===== config.mk =====
export PLATFORM = sky130hd
export DESIGN_NAME = servant_spi_flash_flat
export DESIGN_NICKNAME = d
export VERILOG_FILES = /design/src/rtl/servant_spi_flash_if.sv /design/src/rtl/servant_spi_flash.sv /design/src/flat_wrapper.sv
export SDC_FILE = /design/constraint.sdc
export NUM_CORES = 1
export LEC_CHECK = 0
export ABC_AREA = 1
export CORE_MARGIN = 10
export CORE_UTILIZATION = 53
export DETAILED_ROUTE_END_ITERATION = 10
export PLACE_DENSITY = 0.86
export SLEW_MARGIN = 20
export SYNTH_ARGS = -nofsm -noshare
export SYNTH_HDL_FRONTEND = slang
export SYNTH_SLANG_ARGS = --single-unit
export TNS_END_PERCENT = 1

===== constraint.sdc =====
create_clock -name i_clk -period 3.97 [get_ports i_clk]
set_input_delay 0.397 -clock i_clk [delete_from_list [all_inputs] [get_ports i_clk]]
set_output_delay 0.397 -clock i_clk [all_outputs]
set_load 0.05 [all_outputs]

===== src/rtl/servant_spi_flash_if.sv =====
// servant_spi_flash_if: Wishbone flash-window bus between the address mux and the SPI flash responder
//  master: drives adr/dat/sel/we/cyc, receives rdt/ack
//  slave : receives adr/dat/sel/we/cyc, drives rdt/ack
interface servant_spi_flash_if;
  logic [31:0] adr;
  logic [31:0] dat;
  logic [3:0]  sel;
  logic        we;
  logic        cyc;
  logic [31:0] rdt;
  logic        ack;
  modport master (output adr, dat, sel, we, cyc, input rdt, ack);
  modport slave (input adr, dat, sel, we, cyc, output rdt, ack);
endinterface


===== src/rtl/servant_spi_flash.sv =====
// servant_spi_flash: Wishbone responder that turns each CPU read into an SPI-flash read burst
//  i_clk, i_rst   : clock, synchronous active-high reset
//  io_wb          : Wishbone slave (adr[23:2] used; dat/sel ignored; single-cycle ack)
//  o_spi_sck      : SPI clock, mode 0, CLK_DIV clocks per half period
//  o_spi_cs_n     : flash chip select, active low
//  o_spi_mosi     : command + address, MSB first
//  i_spi_miso     : flash read data
//  SPI_FAST_READ_EN: when defined, issue 0x0B with 8 dummy bits instead of plain 0x03
module servant_spi_flash #(
  parameter int          CLK_DIV    = 2,
  parameter logic [23:0] FLASH_BASE = 24'h000000
) (
  input  logic               i_clk,
  input  logic               i_rst,
  servant_spi_flash_if.slave io_wb,
  output logic               o_spi_sck,
  output logic               o_spi_cs_n,
  output logic               o_spi_mosi,
  input  logic               i_spi_miso
);
`ifdef SPI_FAST_READ_EN
  localparam logic [7:0] CMD = 8'h0B;
  localparam int         N   = 72;
`else
  localparam logic [7:0] CMD = 8'h03;
  localparam int         N   = 64;
`endif
  localparam int DW = $clog2(CLK_DIV + 1);
  localparam int GW = $clog2(2 * CLK_DIV + 1);
  typedef enum logic [2:0] {IDLE, SHIFT, DONE, GAP, WACK} state_t;
  state_t        r_state, w_next;
  logic [DW-1:0] r_div;
  logic [GW-1:0] r_gap;
  logic [6:0]    r_bit;
  logic [31:0]   r_sr, r_in, r_rdt;
  logic          r_ack, r_sck, r_cs_n, r_mosi;
  logic [23:0]   w_addr;
  logic [31:0]   w_word;
  logic          w_half_end, w_last, w_gap_end, w_start, w_unused;
  assign w_addr     = FLASH_BASE + {io_wb.adr[23:2], 2'b00};
  assign w_word     = {CMD, w_addr};
  assign w_half_end = r_div == DW'(CLK_DIV - 1);
  assign w_last     = r_bit == 7'(N - 1);
  assign w_gap_end  = r_gap == GW'(2 * CLK_DIV - 1);
  assign w_start    = r_state == IDLE && io_wb.cyc && !io_wb.we;
  assign w_unused   = ^{io_wb.dat, io_wb.sel, io_wb.adr[31:24], io_wb.adr[1:0]};
  always_comb begin
    w_next = r_state;
    case (r_state)
      IDLE:    w_next = !io_wb.cyc ? IDLE : io_wb.we ? WACK : SHIFT;
      SHIFT:   w_next = !io_wb.cyc ? GAP : (w_half_end && r_sck && w_last) ? DONE : SHIFT;
      DONE:    w_next = GAP;
      GAP:     w_next = w_gap_end ? IDLE : GAP;
      WACK:    w_next = IDLE;
      default: w_next = IDLE;
    endcase
  end
  always_ff @(posedge i_clk) r_state <= i_rst ? IDLE : w_next;
  always_ff @(posedge i_clk) begin
    if (i_rst) begin
      r_ack  <= 1'b0;
      r_rdt  <= '0;
      r_sck  <= 1'b0;
      r_cs_n <= 1'b1;
      r_mosi <= 1'b0;
      r_div  <= '0;
      r_gap  <= '0;
      r_bit  <= '0;
      r_sr   <= '0;
      r_in   <= '0;
    end else begin
      r_ack <= r_state == WACK || r_state == DONE;
      r_div <= (r_state == SHIFT && !w_half_end) ? r_div + 1'b1 : '0;
      r_gap <= (r_state == GAP) ? r_gap + 1'b1 : '0;
      if (w_start) begin
        r_cs_n <= 1'b0;
        r_sck  <= 1'b0;
        r_mosi <= w_word[31];
        r_sr   <= {w_word[30:0], 1'b0};
        r_bit  <= '0;
      end
      if (r_state == SHIFT) begin
        if (!io_wb.cyc) begin
          r_cs_n <= 1'b1;
          r_sck  <= 1'b0;
          r_mosi <= 1'b0;
        end else if (w_half_end) begin
          r_sck <= !r_sck;
          // Rising edge captures MISO; the register keeps only the last 32 bits, so dummy bits fall out.
          if (!r_sck) r_in <= {r_in[30:0], i_spi_miso};
          else if (w_last) r_cs_n <= 1'b1;
          else begin
            r_bit  <= r_bit + 1'b1;
            r_mosi <= r_sr[31];
            r_sr   <= {r_sr[30:0], 1'b0};
          end
        end
      end
      // First received byte is the lowest address, so bytes are swapped into little-endian order.
      if (r_state == DONE) r_rdt <= {r_in[7:0], r_in[15:8], r_in[23:16], r_in[31:24]};
    end
  end
  assign io_wb.rdt  = r_rdt;
  assign io_wb.ack  = r_ack;
  assign o_spi_sck  = r_sck;
  assign o_spi_cs_n = r_cs_n;
  assign o_spi_mosi = r_mosi;
endmodule


===== src/flat_wrapper.sv =====
// flat-port wrapper written by rule: the top's interface ports become plain ports
module servant_spi_flash_flat 
#(
  parameter int          CLK_DIV    = 2,
  parameter logic [23:0] FLASH_BASE = 24'h000000
)
  (i_clk, i_rst, o_spi_sck, o_spi_cs_n, o_spi_mosi, i_spi_miso, io_wb_adr, io_wb_dat, io_wb_sel, io_wb_we, io_wb_cyc, io_wb_rdt, io_wb_ack);
  servant_spi_flash_if io_wb_i ();
  input  logic i_clk;
  input  logic i_rst;
  output logic o_spi_sck;
  output logic o_spi_cs_n;
  output logic o_spi_mosi;
  input  logic i_spi_miso;
  input wire logic [$bits(io_wb_i.adr)-1:0] io_wb_adr;
  input wire logic [$bits(io_wb_i.dat)-1:0] io_wb_dat;
  input wire logic [$bits(io_wb_i.sel)-1:0] io_wb_sel;
  input wire logic [$bits(io_wb_i.we)-1:0] io_wb_we;
  input wire logic [$bits(io_wb_i.cyc)-1:0] io_wb_cyc;
  output wire logic [$bits(io_wb_i.rdt)-1:0] io_wb_rdt;
  output wire logic [$bits(io_wb_i.ack)-1:0] io_wb_ack;
  assign io_wb_i.adr = io_wb_adr;
  assign io_wb_i.dat = io_wb_dat;
  assign io_wb_i.sel = io_wb_sel;
  assign io_wb_i.we = io_wb_we;
  assign io_wb_i.cyc = io_wb_cyc;
  assign io_wb_rdt = io_wb_i.rdt;
  assign io_wb_ack = io_wb_i.ack;
  servant_spi_flash #(.CLK_DIV(CLK_DIV), .FLASH_BASE(FLASH_BASE)) u_core (.i_clk(i_clk), .i_rst(i_rst), .io_wb(io_wb_i), .o_spi_sck(o_spi_sck), .o_spi_cs_n(o_spi_cs_n), .o_spi_mosi(o_spi_mosi), .i_spi_miso(i_spi_miso));
endmodule

==> results.py <==
metrics = {
    "route": {
        "number_of_drc_violations_after_detailed_routing": 0,
        "first_pass_iters": 4,
        "post_drt_via_cell_ratio": 5.25,
        "routed_wirelength_um": 10700,
        "post_drt_wl_per_cell_um": 13.5,
        "detailedRoute.firstIterationViolations": 209,
        "dr_total_vias": 4136,
        "drt.antenna.violating_nets": 0,
    },
    "layout": {
        "final_common_cell": "sky130_fd_sc_hd__nor2_1",
        "regArea_um2": 2300,
        "fillerInstances": 722,
        "layout_common_cells": "130 x sky130_fd_sc_hd__nor2_1, 115 x sky130_fd_sc_hd__dfxtp_1, 94 x sky130_fd_sc_hd__nand2_1",
        "multi_input_area_um2": 1980,
        "nets": 744,
        "fin_cells": 788,
        "share_of_post_route_cells_with_drive_strength_above_1_pct": 8.82,
        "diodes": 0,
        "layout-area-overhead-vs-synth_pct": 24.3,
    },
    "power_and_ir_drop": {
        "pwr-share-seq_pct": 43.4,
        "p_switching_w": 0.000674,
        "clkPwrFrac_pct": 50.4,
        "share_comb_of_total_power_pct": 6.2,
        "p_int_w": 0.00207,
        "p_sw_share_pct": 24.5,
        "cell_area_power_density_nw_per_um2": 476,
        "total_leakage_power_nw": 2.25,
        "vdd_ir_drop_max_v": 0.000301,
    },
    "timing": {
        "fmax_mhz": 411,
        "finalWorstPathRequiredPeriod_ns": 2.43,
        "grt_setup_unrepaired": "no",
        "timing.final.crit_share_pct": 61.3,
        "finalSetupViolations": 0,
        "setup_tns_ns": 0,
        "clock_skew_ns": 0.0102,
        "finalMaxSlewViolations": 0,
        "report.final.hold_viol_count": 0,
        "maxSlewHeadroom_pct": 28.0,
        "worst_pin_slew_ns": 1.08,
    },
    "worst_setup_path": {
        "cp_data_required_time_ns": 4.42,
        "cp-start-kind": "flip-flop",
        "reg2reg_capture_point": "u_core.r_in[20]",
        "cp.arrival_ns": 2.88,
        "worst_r2r_path_depth": 7,
        "end_kind": "flip-flop",
        "reg2reg_from": "u_core.r_state[2]",
        "path_max_fanout": 36,
        "worst-setup-path-type": "flip-flop to flip-flop",
        "r2r_slack_ns": 1.54,
    },
    "cts": {
        "clkLatencyLatePin_ns": 0.51,
        "hold_buffers": 0,
        "cts.htree.levels": 4,
        "clock-root-buffer": "sky130_fd_sc_hd__clkbuf_8",
        "cts_max_path_buffers": 2,
        "post_cts_buffers": 0,
        "cts_made_buffers": 17,
        "clk_pin_slew_ns": 0.06,
        "cts_tree": "built",
        "cts_repair_resize_count": 0,
        "clock_sinks": 115,
    },
    "hold_path": {
        "hold_critical_path_depth": 1,
        "min-delay-path-class": "flip-flop to flip-flop",
        "terminating_pin_of_the_worst_hold_path": "u_core.r_div[0]",
        "min-delay-start": "u_core.r_div[0]",
    },
    "yosys": {
        "synthDistinctLibCells": 24,
        "synth-async-reset-ratio_pct": 0,
        "synth-warning-count": 0,
        "synth_area_um2": 4640,
        "yosysSeqAreaShare_pct": 49.6,
        "syn-instance-count": 622,
        "synth_enable_flop_cells": 0,
        "syn_nets": 699,
        "ys_seq_elements": 115,
        "avgSynthCellArea_um2": 7.46,
        "synth_ff_type": "sky130_fd_sc_hd__dfxtp_1",
    },
    "floorplan": {
        "boundaryPins": 109,
        "rows": 34,
        "die_area_um2": 12900,
        "initial_core_utilization_pct": 53.7,
        "core-area_um2": 8640,
        "die_width_um": 114,
        "die-height_um": 114,
    },
    "global_routing": {
        "groute.layer.met1.usage_pct": 18.8,
        "globalRoute.totalOverflow": 0,
        "grt_antenna_before_repair": 0,
        "grt_first_pass_wirelength_um": 18100,
        "met2_capacity_usage_during_global_routing_pct": 27.3,
        "grt_pass1_vias": 4008,
        "grt_start_max_net_pins": 71,
        "grtUsageTotal_pct": 16.8,
        "grt.busiest_layer": "met2",
        "met3_routing_resource_usage_after_global_routing_pct": 7.87,
    },
    "flow_run": {
        "timing.max_cap.violations": 0,
    },
    "placement": {
        "gp_congestion": 0.816,
        "cell_total_after_placement": 756,
        "dp_hpwl_um": 6410,
        "count_of_input_and_output_buffers": 62,
    },
    "status": {
        "outcome": "finished, final reports clean",
    },
}
[metrics by stage]
step           utilization [%]  hold WS, ns  instance area (um^2)  power, W  setup WS, ns
2_1_floorplan                -        0.398                  4640   0.00133          2.32
3_3_place_gp              60.5        0.405                  5220   0.00138          1.39
3_5_place_dp              60.5        0.427                  5220   0.00139          1.34
4_1_cts                   66.8        0.436                  5770   0.00277          1.53
5_1_grt                   66.8        0.455                  5770   0.00285          1.28
6_report                  66.8        0.428                  5770   0.00275          1.54
[power by group through the flow]
| stage | Clock [W] | Combinational, W | Sequential (W) |
|---|---|---|---|
| 5_1_grt | 0.00147 | 0.000193 | 0.00120 |
| 6_report | 0.00138 | 0.000171 | 0.00119 |
| 4_1_cts | 0.00140 | 0.000171 | 0.00119 |
| 3_3_place_gp | 0 | 0.000164 | 0.00122 |
| 3_5_place_dp | 0 | 0.000168 | 0.00122 |
| 2_1_floorplan | 0 | 0.000114 | 0.00122 |
[worst max-delay path: stages, from the launching register on]
cell                      delay [ns]
sky130_fd_sc_hd__dfxtp_1        0.34
sky130_fd_sc_hd__inv_2          0.45
sky130_fd_sc_hd__nand3_2        0.26
sky130_fd_sc_hd__nor2_4         0.19
sky130_fd_sc_hd__nand2_2        0.33
sky130_fd_sc_hd__inv_2          0.54
sky130_fd_sc_hd__nor2_1         0.11
sky130_fd_sc_hd__nor2_1         0.13
[synthesized netlist by cell type, types with 6 or more instances]
cell type / count / area share (%)
sky130_fd_sc_hd__nand3_1: 50 / 5.4
sky130_fd_sc_hd__a21oi_1: 47 / 5.1
sky130_fd_sc_hd__buf_2: 7 / 0.75
sky130_fd_sc_hd__o21ai_0: 57 / 6.1
sky130_fd_sc_hd__nor3_2: 11 / 2.4
sky130_fd_sc_hd__nor3_1: 12 / 1.3
sky130_fd_sc_hd__clkbuf_1: 23 / 1.9
sky130_fd_sc_hd__inv_1: 38 / 3.1
sky130_fd_sc_hd__buf_4: 6 / 0.97
sky130_fd_sc_hd__nand2_1: 94 / 7.6
sky130_fd_sc_hd__dfxtp_1: 115 / 50
sky130_fd_sc_hd__nor2_1: 131 / 11
[sequential cells by signal, indices dropped and copies added, names as in the netlist]
| name | count |
|---|---|
| u_core.o_spi_cs_n | 1 |
| u_core.o_spi_sck | 1 |
| u_core.r_gap | 3 |
| u_core.r_div | 2 |
| u_core.io_wb.rdt | 32 |
| u_core.r_state | 3 |
| u_core.r_sr | 32 |
| u_core.r_in | 32 |
| u_core.r_bit | 7 |
| u_core.o_spi_mosi | 1 |
| u_core.io_wb.ack | 1 |
[cells by family (layout without fill, tap and decap cells)]
family          Yosys count  in the layout  share of synthesized area (%)
compound gates          110            110                           11.9
xor+xnor                  1              1                          0.189
simple gates            310            310                           29.3
flops                   115            115                           49.6
fa+ha+maj                 4              4                           1.08
buf+inv                  82            140                           7.95
[cell type report]
cell class,instances,share of cell area (%)
flip-flops and latches,115,39.9
inverters,41,2.67
multi-input cells,425,34.3
repair buffers,67,11.3
clock inverters,15,2.30
well taps,108,2.34
clock buffers,17,7.18
[routing by layer]
metal | part of all wire (%) | vias to the layer above
met4 | 0.80 | 0
li1 | - | 2099
met3 | 8.8 | 9
met2 | 49 | 134
met5 | 0 | -
met1 | 42 | 1894
[worst max path at each step]
stage,startpoint,endpoint,slack (ns),cells past startpoint
3_5_place_dp,io_wb_cyc,u_core.o_spi_sck,1.34,7
3_3_place_gp,io_wb_cyc,u_core.o_spi_mosi,1.39,7
5_1_grt,u_core.r_state[2],u_core.r_in[20],1.28,7
2_1_floorplan,u_core.o_spi_sck,u_core.r_sr[18],2.32,7
4_1_cts,u_core.r_state[2],u_core.r_in[20],1.53,7
6_report,u_core.r_state[2],u_core.r_in[20],1.54,7
(Power assumes the default switching activity.)
